==> src/rtl/debouncer.sv <==
// -----------------------------------------------------------------------------
// debouncer
//
// Per-bit debouncer with rising-edge pulse generation for mechanical inputs
// (buttons, switches). The inputs are expected to be already synchronized to
// clk (2-FF synchronizer upstream) but may still bounce.
//
// One free-running sample timer is shared by all bits. It produces a
// single-cycle sample tick every SAMPLE_CNT_MAX clocks. Each bit owns a
// saturating counter:
//   - the counter clears on any cycle the bit is low (no tick needed),
//   - it increments on a tick while the bit is high,
//   - it holds once it reaches PULSE_CNT_MAX.
// A bit is debounced high while its counter is saturated, so a press is
// filtered but a release takes effect one cycle after the input falls.
//
// A one-cycle press pulse marks the first high cycle of each debounced bit.
// There is no pulse on release.
//
// Parameters
//   WIDTH           number of independent input bits
//   SAMPLE_CNT_MAX  clk cycles per sample tick (>= 2)
//   PULSE_CNT_MAX   consecutive high samples needed to assert (>= 1)
//
// Ports
//   clk               in   1      system clock, all state on posedge
//   rst_n             in   1      asynchronous active-low reset
//   glitchy_signal    in   WIDTH  synchronized, bouncy level per bit
//   debounced_signal  out  WIDTH  clean level per bit
//   press_pulse       out  WIDTH  1-cycle pulse on each debounced rise
// -----------------------------------------------------------------------------
module debouncer #(
    parameter int WIDTH          = 1,
    parameter int SAMPLE_CNT_MAX = 25000,
    parameter int PULSE_CNT_MAX  = 150
) (
    input  logic             clk,
    input  logic             rst_n,
    input  logic [WIDTH-1:0] glitchy_signal,
    output logic [WIDTH-1:0] debounced_signal,
    output logic [WIDTH-1:0] press_pulse
);

    // Sample timer width covers 0..SAMPLE_CNT_MAX-1; counter width covers
    // 0..PULSE_CNT_MAX inclusive so saturation is representable.
    localparam int SCW = $clog2(SAMPLE_CNT_MAX);
    localparam int PCW = $clog2(PULSE_CNT_MAX + 1);

    localparam logic [SCW-1:0] SAMPLE_LAST = SCW'(SAMPLE_CNT_MAX - 1);
    localparam logic [PCW-1:0] PULSE_SAT   = PCW'(PULSE_CNT_MAX);

    // -------------------------------------------------------------------------
    // Shared sample timer
    // -------------------------------------------------------------------------
    logic [SCW-1:0] sample_cnt_q;
    logic [SCW-1:0] sample_cnt_d;
    logic           sample_tick;

    // The tick is high for the whole cycle the timer sits on its last value,
    // so the increment it enables lands on the same edge the timer wraps.
    assign sample_tick = (sample_cnt_q == SAMPLE_LAST);

    always_comb begin
        // NOTE: every always_comb output gets a default before any branch so
        // no path leaves it unassigned (which would infer a latch).
        sample_cnt_d = sample_cnt_q + SCW'(1);
        if (sample_tick) begin
            sample_cnt_d = '0;
        end
    end

    always_ff @(posedge clk or negedge rst_n) begin
        // NOTE: sequential state is updated with non-blocking assignments so
        // all registers sample their inputs from the same edge.
        if (!rst_n) begin
            sample_cnt_q <= '0;
        end else begin
            sample_cnt_q <= sample_cnt_d;
        end
    end

    // -------------------------------------------------------------------------
    // Per-bit saturating counters
    // -------------------------------------------------------------------------
    logic [WIDTH-1:0][PCW-1:0] cnt_q;
    logic [WIDTH-1:0][PCW-1:0] cnt_d;

    always_comb begin
        cnt_d = cnt_q;
        for (int i = 0; i < WIDTH; i++) begin
            if (!glitchy_signal[i]) begin
                // A low input clears immediately, even on a tick cycle.
                cnt_d[i] = '0;
            end else if (sample_tick && (cnt_q[i] < PULSE_SAT)) begin
                cnt_d[i] = cnt_q[i] + PCW'(1);
            end
        end
    end

    always_ff @(posedge clk or negedge rst_n) begin
        if (!rst_n) begin
            cnt_q <= '0;
        end else begin
            cnt_q <= cnt_d;
        end
    end

    // -------------------------------------------------------------------------
    // Outputs: decoded purely from registered state, so there is no
    // combinational path from glitchy_signal to either output.
    // -------------------------------------------------------------------------
    logic [WIDTH-1:0] prev_q;

    always_comb begin
        debounced_signal = '0;
        for (int i = 0; i < WIDTH; i++) begin
            debounced_signal[i] = (cnt_q[i] == PULSE_SAT);
        end
    end

    always_ff @(posedge clk or negedge rst_n) begin
        if (!rst_n) begin
            prev_q <= '0;
        end else begin
            prev_q <= debounced_signal;
        end
    end

    // High only on the first cycle a bit is debounced high; a fall never
    // pulses because the term requires the current level to be 1.
    assign press_pulse = debounced_signal & ~prev_q;

endmodule

==> config.mk <==
export PLATFORM = sky130hd
export DESIGN_NAME = debouncer
export DESIGN_NICKNAME = d
export VERILOG_FILES = /design/src/rtl/debouncer.sv
export SDC_FILE = /design/constraint.sdc
export NUM_CORES = 1
export LEC_CHECK = 0
export BUFFER_PORTS_ARGS = -buffer_cell sky130_fd_sc_hd__buf_4
export CORE_MARGIN = 5
export CORE_UTILIZATION = 39
export CTS_CLUSTER_SIZE = 16
export DETAILED_ROUTE_END_ITERATION = 12
export PLACE_DENSITY_LB_ADDON = 0.3
export SETUP_SLACK_MARGIN = 0.1
export SLEW_MARGIN = 25
export SYNTH_ARGS = -nofsm -noshare
export SYNTH_HDL_FRONTEND = slang
export SYNTH_SLANG_ARGS = --single-unit
export TNS_END_PERCENT = 5
==> constraint.sdc <==
create_clock -name clk -period 3.55 [get_ports clk]
set_input_delay 0.71 -clock clk [delete_from_list [all_inputs] [get_ports clk]]
set_output_delay 0.71 -clock clk [all_outputs]
set_load 0.03 [all_outputs]
==> flow_metrics.py <==
metrics = {
    "run_status": {
        "status": "completed",
    },
    "pwr": {
        "leakage_nw": 0.572,
        "clockPowerShare": 0.337,
        "ir_worst_vdd_uv": 114,
        "share_comb_of_total_power": 0.023,
        "p_int_mw": 0.339,
        "switching_share": 0.208,
        "p_per_area_nw_per_um2": 321,
        "p_switching_mw": 0.0887,
        "p_seq_frac": 0.640,
        "total_power_mw": 0.427,
    },
    "setup_path": {
        "arrival_ns": 1.70,
        "crit_family": "simple AND/OR/NAND/NOR gates",
        "crit_path_max_fanout": 5,
        "path_class": "reg2out",
        "cp-start-kind": "flop",
        "max_stage_delay_ns": 0.44,
        "critPathRequiredTime_ns": 2.84,
        "critPathBufInv": 2,
        "slowest_stage": "dfrtp_1",
        "crit_chain": "inv_1, ha_1, nand3b_1, nor4_1, nor2b_1, buf_4",
        "endpoint_kind": "primary output",
    },
    "cts": {
        "cts_tree": "done",
        "clock_sinks": 24,
        "clockRootBuffer": "clkbuf_4",
        "cts.path.max_buffers": 2,
        "post-cts-setup-buffer-count": 0,
        "hold_buffers": 0,
        "clk_pin_slew_worst_paths_ns": 0.13,
        "ctsResizeCount": 0,
        "cts_max_level": 1,
        "numCtsBuffers": 3,
        "clk_latency_ns": 0.31,
    },
    "yosys": {
        "synthesis.nets": 123,
        "synthMuxAreaShare": 0.0162,
        "yosys_warnings": 0,
        "synth_adder_area_share": 0.0304,
        "yosysUniqueCellTypes": 40,
        "async_reset_ff_frac": 1.00,
        "syn_area_um2": 1230,
        "synth_seq_area_share": 0.487,
        "synth_area_per_cell_um2": 10.5,
        "syn_inst": 117,
        "synth_xor_area_frac": 0.0781,
        "synth_edf_count": 0,
        "synthSimpleGateAreaFrac": 0.266,
        "ys_ff_latch": 24,
        "synth_compound_area_frac": 0.0984,
        "synth_top_family_by_area": "simple AND/OR/NAND/NOR gates",
        "ys.flop_type": "dfrtp_1",
    },
    "global_routing": {
        "use_met1": 0.140,
        "use_met3": 0.0238,
        "gr-usage-all-layers": 0.118,
        "grt-ovfl-total": 0,
        "grt_pass1_vias": 915,
        "use_met2": 0.206,
        "top_usage_layer": "met2",
        "grt_pass1_wl_um": 3990,
        "antenna_found_initial": 0,
        "grt_max_degree": 25,
    },
    "timing": {
        "rsz0062_at_grt": "false",
        "fin_crit_ns": 2.41,
        "hold_viol": 0,
        "final.setup.worst_slack_ns": 1.14,
        "skew_ns": 0.00101,
        "post-route-period-util": 0.678,
        "fmax_mhz": 416,
        "relSlewSlack": 0.677,
        "setup_viol": 0,
        "tightest_slew_ns": 0.481,
        "slew_violations": 0,
        "whs_ns": 0.274,
        "fin_setup_tns_ns": 0,
    },
    "drt": {
        "first_pass_iters": 4,
        "drtIter0Drc": 29,
        "ant_nets": 0,
        "vias": 883,
        "drc": 0,
        "wl_per_cell_um": 13.9,
        "routed_wl_um": 2300,
        "drt-vias-per-instance": 5.35,
    },
    "final_layout": {
        "fin_cells": 165,
        "final_area_um2": 1330,
        "fin_util": 0.436,
        "fillCellCount": 311,
        "area_growth_pct": 8.01,
        "drive_above_1_share": 0.132,
        "num-nets-final": 128,
        "diodes": 0,
    },
    "min_path": {
        "hp-class": "in2async",
    },
    "placement": {
        "dpl.hpwl_um": 1700,
        "numPlacedInstances": 161,
        "post-place-ws_ns": 1.46,
        "post_dp_cell_area_um2": 1300,
        "finalWeightedCongestion": 0.820,
        "port_buffers": 4,
    },
    "floorplan": {
        "fp.dieW_um": 66.2,
        "num_io_pins": 5,
        "start_util": 0.404,
        "fp.dieArea_um2": 4390,
        "die_h_um": 66.2,
        "rows": 20,
        "core_um2": 3050,
    },
    "job": {
        "drv_cap": 0,
    },
}
-- registers in the layout (all words and copies together) (netlist names) --
signal	cells
cnt_q	8
prev_q	1
sample_cnt_q	15
-- Yosys cell counts (3+ instances only) --
cell      number  area, µm²
nor2_1         5       18.8
and3_1         5       31.3
ha_1           3       37.5
nand3_1        5       25.0
nand2_1        7       26.3
and2_1         3       18.8
nand4_1        4       25.0
a21oi_1        3       15.0
xnor2_1        4       35.0
o21ai_0        6       30.0
dfrtp_1       24        601
nand2b_1       3       18.8
xor2_1         7       61.3
-- power by group through the flow --
stage	sequential [mW]	clock [mW]	combinational (mW)
floorplan	0.279	0	0.00293
global placement	0.279	0	0.0103
detailed placement	0.279	0	0.0106
CTS	0.273	0.148	0.0105
global route	0.273	0.160	0.0116
finish	0.273	0.144	0.0100
-- kinds of logic (layout without fill, tap and decap cells) --
group / after synthesis / after routing
AOI/OAI and AO/OA: 19 / 19
xor gates and xnor gates: 11 / 11
adders and majority gates: 3 / 3
buffers and inverters: 6 / 10
DFF: 24 / 24
muxes: 2 / 2
and+or+nand+nor: 52 / 52
-- cells in the final DEF, fill, tap and decap left out, types with 2 or more instances in the layout --
master and count:
dfrtp_1 24, xor2_1 7, nand2_1 7, o21ai_0 6, and3_1 5, nand3_1 5
nor2_1 5, xnor2_1 4, nand4_1 4, buf_4 4, and2_1 3, a21oi_1 3
nand2b_1 3, ha_1 3, clkbuf_4 3, and4_1 2, or3_1 2, and2_2 2
inv_1 2, nor2b_1 2, a21boi_1 2, or3_2 2, a21boi_0 2, nor3b_1 2
mux2i_1 2
-- worst reg2reg max path: stages (launching register included) --
cell and delay [ns]:
dfrtp_1 0.45, nor4_2 0.36, nand4_1 0.45, or3_2 0.59, a21boi_0 0.17
-- layer usage --
metal	vias to the layer above	wire [µm]
li1	431	-
met1	445	1040
met2	5	1210
met3	2	45
met4	0	13
met5	-	0
-- area by class of cell --
| type | instances | area, µm² | share of cell area |
|---|---|---|---|
| Multi-Input combinational cell | 87 | 603 | 0.453 |
| Timing Repair Buffer | 4 | 30.0 | 0.0225 |
| Clock buffer | 4 | 36.3 | 0.0272 |
| Tap cell | 44 | 55.1 | 0.0413 |
| Sequential cell | 24 | 601 | 0.451 |
| Inverter | 2 | 7.51 | 0.00563 |
-- path summary, 6_finish.rpt --
kind	from	endpoint	slack, ns	cells after the start
hold / removal	rst_n	sample_cnt_q[4]$_DFF_PN0_	0.27	1
max in group asynchronous	rst_n	sample_cnt_q[8]$_DFF_PN0_	3.04	1
setup reg to reg	sample_cnt_q[12]$_DFF_PN0_	cnt_q[4]$_DFFE_PN0P_	1.46	4
setup / recovery	cnt_q[0]$_DFFE_PN0P_	press_pulse	1.14	6
min in group clk	sample_cnt_q[0]$_DFF_PN0_	sample_cnt_q[0]$_DFF_PN0_	0.47	1
hold reg to reg	sample_cnt_q[0]$_DFF_PN0_	sample_cnt_q[0]$_DFF_PN0_	0.47	1
No activity file was read; power rests on OpenSTA's default activity.
